--- config.mk ---
export PLATFORM = sky130hd
export DESIGN_NAME = spi_pixel_rx
export DESIGN_NICKNAME = d
export VERILOG_FILES = /design/src/rtl/spi_pixel_rx_pkg.sv /design/src/rtl/spi_pixel_rx_fifo.sv /design/src/rtl/spi_pixel_rx.sv
export SDC_FILE = /design/constraint.sdc
export NUM_CORES = 1
export LEC_CHECK = 0
export ABC_CLOCK_PERIOD_IN_PS = 3100
export CAP_MARGIN = 20
export CORE_ASPECT_RATIO = 1.25
export CORE_MARGIN = 2
export CORE_UTILIZATION = 45
export CTS_CLUSTER_DIAMETER = 150
export DETAILED_ROUTE_END_ITERATION = 7
export GPL_ROUTABILITY_DRIVEN = 0
export HOLD_SLACK_MARGIN = 0.03
export PLACE_DENSITY = 0.65
export SLEW_MARGIN = 40
export SYNTH_ARGS = -nofsm -noshare
export SYNTH_HDL_FRONTEND = slang
export SYNTH_SLANG_ARGS = --single-unit
--- constraint.sdc ---
create_clock -name sys_clk -period 3.1 [get_ports sys_clk]
set_clock_uncertainty 0.15 [all_clocks]
set_input_delay 0.62 -clock sys_clk [delete_from_list [all_inputs] [get_ports sys_clk]]
set_output_delay 0.62 -clock sys_clk [all_outputs]
set_load 0.01 [all_outputs]
--- src/rtl/spi_pixel_rx_pkg.sv ---
`default_nettype none
// ============================================================================
//  Package     : spi_pixel_pkg
//  Description : Shared definitions for the SPI pixel receiver: receive FSM
//                state encoding, default geometry and helper functions that
//                derive the pixel, word and bit-counter widths from the
//                CHANNELS / BITS_PER_CHANNEL parameters of the top level.
//  Revision    : 1.0  initial release
// ============================================================================
package spi_pixel_pkg;

  // Receive FSM encoding
  localparam logic [0:0] ST_IDLE = 1'b0;
  localparam logic [0:0] ST_RECV = 1'b1;

  // Default geometry (4 bytes per pixel, 4 MSBs kept per byte)
  localparam int DEF_CHANNELS  = 4;
  localparam int DEF_BPC       = 4;
  localparam int PIXEL_W       = DEF_CHANNELS * DEF_BPC;
  localparam int WORD_BITS     = 8 * DEF_CHANNELS;
  localparam int CNT_W         = $clog2(WORD_BITS + 1);

  // Width helpers for non-default parameterisations
  function automatic int pixel_width(input int channels, input int bpc);
    return channels * bpc;
  endfunction

  function automatic int word_bits(input int channels);
    return 8 * channels;
  endfunction

  function automatic int cnt_width(input int channels);
    return $clog2(8 * channels + 1);
  endfunction

endpackage
`default_nettype wire

--- src/rtl/spi_pixel_rx_fifo.sv ---
`default_nettype none
// ============================================================================
//  Module      : pixel_fifo
//  Description : Synchronous FIFO carrying {frame_start, pixel} entries.
//                A push while full is accepted when a pop happens in the
//                same cycle. The read port shows zero while empty.
//  Ports       : clk        system clock
//                reset_n    synchronous active-low reset
//                push       write request, push_data written when accepted
//                pop        read acknowledge, ignored when empty
//                pop_data   head entry (zero when empty)
//                full/empty occupancy flags
//  Revision    : 1.0  initial release
// ============================================================================
module pixel_fifo #(
  parameter int WIDTH = 17,
  parameter int DEPTH = 8
) (
  input  logic             clk,
  input  logic             reset_n,
  input  logic             push,
  input  logic [WIDTH-1:0] push_data,
  input  logic             pop,
  output logic [WIDTH-1:0] pop_data,
  output logic             full,
  output logic             empty
);

  localparam int AW = $clog2(DEPTH);

  logic [WIDTH-1:0] mem [DEPTH];
  logic [AW-1:0]    wr_ptr;
  logic [AW-1:0]    rd_ptr;
  logic [AW:0]      count;
  logic             do_push;
  logic             do_pop;

  assign full  = (count == (AW+1)'(DEPTH));
  assign empty = (count == '0);

  // Full is not a blocker when the head leaves in the same cycle
  assign do_push = push & (~full | pop);
  assign do_pop  = pop & ~empty;

  assign pop_data = empty ? '0 : mem[rd_ptr];

  always_ff @(posedge clk) begin
    if (do_push) begin
      mem[wr_ptr] <= push_data;
    end
  end

  // DEPTH is a power of two, so the pointers wrap naturally
  always_ff @(posedge clk) begin
    if (!reset_n) begin
      wr_ptr <= '0;
      rd_ptr <= '0;
      count  <= '0;
    end else begin
      if (do_push) wr_ptr <= wr_ptr + 1'b1;
      if (do_pop)  rd_ptr <= rd_ptr + 1'b1;
      case ({do_push, do_pop})
        2'b10:   count <= count + 1'b1;
        2'b01:   count <= count - 1'b1;
        default: count <= count;
      endcase
    end
  end

endmodule
`default_nettype wire

--- src/rtl/spi_pixel_rx.sv ---
`default_nettype none
// ============================================================================
//  Module      : spi_pixel_rx
//  Description : Oversampling SPI mode-0 pixel receiver. Assembles CHANNELS
//                bytes per word, keeps the top BITS_PER_CHANNEL bits of each
//                byte and queues packed pixels for the frame writer.
//                Chip-select framing, frame-start tagging, short-word
//                detection and sticky overflow.
//  Option      : SPI_PIXEL_RX_STATS_EN adds pixel_count, drop_count and
//                short_count statistics outputs.
//  Ports       : sys_clk / reset_n        clock, sync active-low reset
//                spi_sck/spi_mosi/spi_cs_n asynchronous SPI inputs
//                pixel_data/pixel_frame_start/pixel_valid/pixel_ready
//                                         pixel stream to consumer
//                overflow / overflow_clr  sticky drop flag and its clear
//                short_word               pulse on truncated word
//  Revision    : 1.0  initial release
// ============================================================================
module spi_pixel_rx
  import spi_pixel_pkg::*;
#(
  parameter int CHANNELS         = 4,
  parameter int BITS_PER_CHANNEL = 4,
  parameter int FIFO_DEPTH       = 8,
  parameter int SYNC_STAGES      = 2
) (
  input  logic                                 sys_clk,
  input  logic                                 reset_n,
  input  logic                                 spi_sck,
  input  logic                                 spi_mosi,
  input  logic                                 spi_cs_n,
  output logic [CHANNELS*BITS_PER_CHANNEL-1:0] pixel_data,
  output logic                                 pixel_frame_start,
  output logic                                 pixel_valid,
  input  logic                                 pixel_ready,
  output logic                                 overflow,
  input  logic                                 overflow_clr,
`ifdef SPI_PIXEL_RX_STATS_EN
  output logic [15:0]                          pixel_count,
  output logic [15:0]                          drop_count,
  output logic [7:0]                           short_count,
`endif
  output logic                                 short_word
);

  localparam int PW    = pixel_width(CHANNELS, BITS_PER_CHANNEL);
  localparam int WB    = word_bits(CHANNELS);
  localparam int CW    = cnt_width(CHANNELS);

  // ---------------------------------------------------------------- sync
  logic [SYNC_STAGES-1:0] sck_sync;
  logic [SYNC_STAGES-1:0] mosi_sync;
  logic [SYNC_STAGES-1:0] cs_sync;
  logic                   sck_prev;
  logic                   sck_s;
  logic                   mosi_s;
  logic                   cs_s;

  always_ff @(posedge sys_clk) begin
    if (!reset_n) begin
      sck_sync  <= '0;
      mosi_sync <= '0;
      cs_sync   <= '1;
      sck_prev  <= 1'b0;
    end else begin
      sck_sync  <= {sck_sync[SYNC_STAGES-2:0], spi_sck};
      mosi_sync <= {mosi_sync[SYNC_STAGES-2:0], spi_mosi};
      cs_sync   <= {cs_sync[SYNC_STAGES-2:0], spi_cs_n};
      sck_prev  <= sck_sync[SYNC_STAGES-1];
    end
  end

  assign sck_s  = sck_sync[SYNC_STAGES-1];
  assign mosi_s = mosi_sync[SYNC_STAGES-1];
  assign cs_s   = cs_sync[SYNC_STAGES-1];

  // ------------------------------------------------------------- receive
  logic [0:0]    state;
  logic [CW-1:0] bit_cnt;
  logic [PW-1:0] kept;
  logic          first_flag;
  logic          shift_in;
  logic          keep_bit;
  logic [CW-1:0] cnt_inc;
  logic [CW-1:0] cnt_after;
  logic          word_done;
  logic          short_set;
  logic [PW-1:0] packed_word;

  assign shift_in  = sck_s & ~sck_prev & (state == ST_RECV);
  // Only the first BITS_PER_CHANNEL bits of every byte are stored, so the
  // kept register already holds the packed pixel once the word completes.
  assign keep_bit  = ({1'b0, bit_cnt[2:0]} < 4'(BITS_PER_CHANNEL));
  assign cnt_inc   = bit_cnt + 1'b1;
  assign word_done = shift_in & (cnt_inc == CW'(WB));
  assign cnt_after = shift_in ? (word_done ? '0 : cnt_inc) : bit_cnt;
  // Measured after this cycle's shift, so a word completing together with
  // the cs_n rise is pushed rather than reported as short.
  assign short_set = (state == ST_RECV) & cs_s & (cnt_after != '0);

  // Last bit of the word is still on mosi_s when it is kept (BPC == 8)
  assign packed_word = keep_bit ? {kept[PW-2:0], mosi_s} : kept;

  always_ff @(posedge sys_clk) begin
    if (!reset_n) begin
      state      <= ST_IDLE;
      bit_cnt    <= '0;
      kept       <= '0;
      first_flag <= 1'b0;
      short_word <= 1'b0;
    end else begin
      short_word <= short_set;
      case (state)
        ST_IDLE: begin
          if (!cs_s) begin
            bit_cnt    <= '0;
            first_flag <= 1'b1;
            state      <= ST_RECV;
          end
        end
        ST_RECV: begin
          if (shift_in && keep_bit) begin
            kept <= {kept[PW-2:0], mosi_s};
          end
          bit_cnt <= cnt_after;
          if (word_done) begin
            first_flag <= 1'b0;
          end
          if (cs_s) begin
            bit_cnt <= '0;
            state   <= ST_IDLE;
          end
        end
        default: state <= ST_IDLE;
      endcase
    end
  end

  // ---------------------------------------------------------------- FIFO
  logic [PW:0] fifo_out;
  logic        fifo_full;
  logic        fifo_empty;
  logic        pop;
  logic        drop;

  assign pop  = pixel_valid & pixel_ready;
  assign drop = word_done & fifo_full & ~pop;

  pixel_fifo #(
    .WIDTH (PW + 1),
    .DEPTH (FIFO_DEPTH)
  ) u_fifo (
    .clk       (sys_clk),
    .reset_n   (reset_n),
    .push      (word_done),
    .push_data ({first_flag, packed_word}),
    .pop       (pop),
    .pop_data  (fifo_out),
    .full      (fifo_full),
    .empty     (fifo_empty)
  );

  assign pixel_valid       = ~fifo_empty;
  assign pixel_data        = fifo_out[PW-1:0];
  assign pixel_frame_start = fifo_out[PW];

  // A drop in the same cycle as a clear wins, so no drop goes unnoticed
  always_ff @(posedge sys_clk) begin
    if (!reset_n) begin
      overflow <= 1'b0;
    end else if (drop) begin
      overflow <= 1'b1;
    end else if (overflow_clr) begin
      overflow <= 1'b0;
    end
  end

`ifdef SPI_PIXEL_RX_STATS_EN
  logic accepted;
  assign accepted = word_done & (~fifo_full | pop);

  always_ff @(posedge sys_clk) begin
    if (!reset_n || overflow_clr) begin
      pixel_count <= '0;
      drop_count  <= '0;
      short_count <= '0;
    end else begin
      if (accepted) pixel_count <= pixel_count + 16'd1;
      if (drop && drop_count != 16'hFFFF) drop_count <= drop_count + 16'd1;
      if (short_set && short_count != 8'hFF) short_count <= short_count + 8'd1;
    end
  end
`endif

endmodule
`default_nettype wire
==> reports/metrics.cfg <==
[outcome]
status = completed

[finish]
final_cell_area_um2 = 8890
drive_gt1_frac = 0.2163
fillers = 1311
seq_area_um2 = 5009
fin_util = 0.5465
area_growth_pct = 18.81
nets = 543
multiInputGateArea_um2 = 2365
diodes = 0

[sta]
fmax_ghz = 0.3316
min_period_ns = 3.016
worstMarginPinSlew_ns = 0.6390
final_max_slew_viol_count = 0
finalHoldViolCount = 0
setup_tns_ns = 0
rsz0062_at_grt = no
setup_viol = 0
period_share = 0.9729
whs_ns = 0.2788
relSlewSlack = 0.5740

[clock_network]
htree_levels = 4
clkSinkCount = 182
cts-buffers-inserted = 17
cts_tree = yes
root_buffer = clkbuf_16
clk_pin_slew_ns = 0.07
clk_latency_ns = 0.42
cts.path.max_buffers = 2

[synth]
synth_commonest_cells = 136 x edfxtp_1, 46 x dfxtp_1, 43 x nand2_1
syn_avg_cell_area_um2 = 15.52
synth_compound_area_frac = 0.05468
synth.area.top_cells = edfxtp_1 55%, dfxtp_1 12%, mux4_2 10%, mux2i_1 2.5%, mux2_2 2.4%
synthAdderAreaFrac = 0.01171
netlist_area_um2 = 7482
synthMuxAreaShare = 0.1518
yosysMostFrequentCell = edfxtp_1
synth_top_area_share = 0.5458
yosys.area.top_type = edfxtp_1
ys_seq_area_frac = 0.6689
synth_cell_types = 51
synth-simple-area-share = 0.08863
synthCells = 482
async_flop_share = 0
synth_edf_count = 136
synth_nets = 496
synthFlopType = edfxtp_1
yosys_warnings = 0
synth_seq_cells = 182
synth_top_family_by_area = multiplexers
synth_xor_area_frac = 0.007023

[critical_path]
r2r_slack_ns = 0.25
critPathArrivalTime_ns = 2.25
cp-end-kind = output port
criticalPathCategory = register to output port
reg2reg_depth = 11
crit_fanout = 9
start_kind = register
reg2reg_to = u_fifo.count[3]$_SDFFE_PN0P_
required_ns = 2.33
worstReg2RegStart = bit_cnt[1]$_SDFFE_PN0P_

[detailed_routing]
wl_um = 14210
wire_per_inst_um = 18.78
vias_per_cell = 5.480
vias = 4148
drtPass1Iterations = 6
drc = 0
postRouteAntennaNets = 0
first_iter_violations = 266

[global_routing]
grt_pass1_vias = 4213
grt-ovfl-total = 0
grt_use_total = 0.1733
grt_max_degree = 35
antenna_found_initial = 0
grt_pass1_wl_um = 22940

[power]
powerDensity_nw_per_um2 = 540.9
vdd_drop_max_v = 0.0003713
power_leakage_nw = 2.950

[job]
drv_cap = 0

[worst_hold_path]
hold_end = cs_sync[1]$_SDFF_PN1_
hold_start = cs_sync[0]$_SDFF_PN1_
min_path_type = register to register
hold_depth = 1

[floorplan]
core_um2 = 16270
row_count = 52
die-height_um = 148.2
die_width_um = 119.3
start_util = 0.4600
die_area_um2 = 17680
ioPinCount = 27

[place]
port_buffers = 26
place_area_um2 = 8200
place_hpwl_um = 8259

-- where the power goes --
group          internal [mW]  switching, mW
clock network           1.28          0.909
registers               2.59        0.00437
logic                 0.0166         0.0147
total                   3.88          0.928
-- worst max-delay path: stages, from the launching register on --
cell and delay (ns):
dfxtp_4 0.42, buf_12 0.16, mux4_2 0.51, mux2i_1 0.18, nor2_1 0.06, clkdlybuf4s50_1 0.48
-- what timing repair did --
| action | in CTS | in global routing |
|---|---|---|
| pin swaps | 0 | 0 |
| setup endpoints to repair | 10 | 8 |
| cloned | 2 | 0 |
| hold buffers | 0 | 0 |
| endpoints found under the hold margin | 0 | 0 |
| buffers inserted | 0 | 3 |
| resized for setup | 9 | 4 |
-- cells in the final DEF (no fill, tap or decap), types with 3 or more instances in the layout --
master,synthesis,final
buf_12,0,10
nand3_1,7,7
a21boi_0,16,16
nor3_1,7,5
bufinv_16,0,3
dfxtp_1,46,45
nor4_1,3,3
clkdlybuf4s50_1,0,17
ha_1,7,6
nand2_1,43,43
a21boi_1,5,4
xnor2_1,3,3
xor2_1,3,3
nor2_1,34,34
nor2b_1,8,8
edfxtp_1,136,136
buf_4,0,15
inv_1,4,4
mux2i_1,19,19
a21oi_1,4,4
clkbuf_16,0,17
and2_1,11,11
nand2b_1,8,8
dlygate4sd2_1,0,7
mux4_2,34,34
mux2_2,16,16
o21ai_0,8,8
o21a_1,5,5
-- cell type report --
class / instances / share of cell area
clock buffer: 17 / 0.04785
clock inverter: 14 / 0.01985
inverter: 4 / 0.001689
multi-input combinational: 271 / 0.2660
sequential: 182 / 0.5634
tap: 216 / 0.03040
timing repair buffer: 53 / 0.07080
-- state kept, by name, indices dropped and copies added, names as in the netlist, named ones only --
register       flops
cs_sync            2
u_fifo.wr_ptr      3
sck_sync           2
u_fifo.rd_ptr      3
u_fifo.mem       136
bit_cnt            6
u_fifo.count       4
mosi_sync          2
short_word         1
first_flag         1
kept              16
state              1
sck_prev           1
overflow           1
-- cells by family after synthesis --
kind of cell	count (synthesis)
buffers and inverters	29
flip-flops	182
adder cells (fa/ha/maj)	7
multiplexers	69
AO/OA/AOI/OAI	55
XOR/XNOR	6
AND/OR/NAND/NOR	134
-- layer usage --
layer / wire, µm / global-route usage / share of wire / vias up
li1: - / - / - / 1945
met1: 5972 / 0.2132 / 0.42 / 2099
met2: 7562 / 0.3063 / 0.53 / 90
met3: 494 / 0.03758 / 0.035 / 14
met4: 185 / 0.05471 / 0.013 / 0
met5: 0 / 0 / 0 / -
-- metrics by stage --
stage,setup WS [ns],power [mW],std cells
after global routing,0.002886,4.956,757
final,0.08407,4.809,757
after detailed placement,0.03150,2.679,721
after global placement,0.08864,2.678,721
after CTS,0.03105,4.857,754
after floorplan,0.1780,2.664,482
-- worst max path at each step --
stage / startpoint / cells past startpoint / slack [ns] / to
finish: register / 5 / 0.08 / pixel_data[11]
global route: register / 5 / 0.003 / pixel_data[11]
CTS: register / 5 / 0.03 / pixel_data[11]
detailed placement: pixel_ready / 11 / 0.03 / u_fifo.count[3]$_SDFFE_PN0P_
global placement: pixel_ready / 11 / 0.09 / u_fifo.count[3]$_SDFFE_PN0P_
floorplan: bit_cnt[0]$_SDFFE_PN0P_ / 6 / 0.18 / u_fifo.mem[3][0]$_DFFE_PP_
Power figures use the tool's default switching activity.
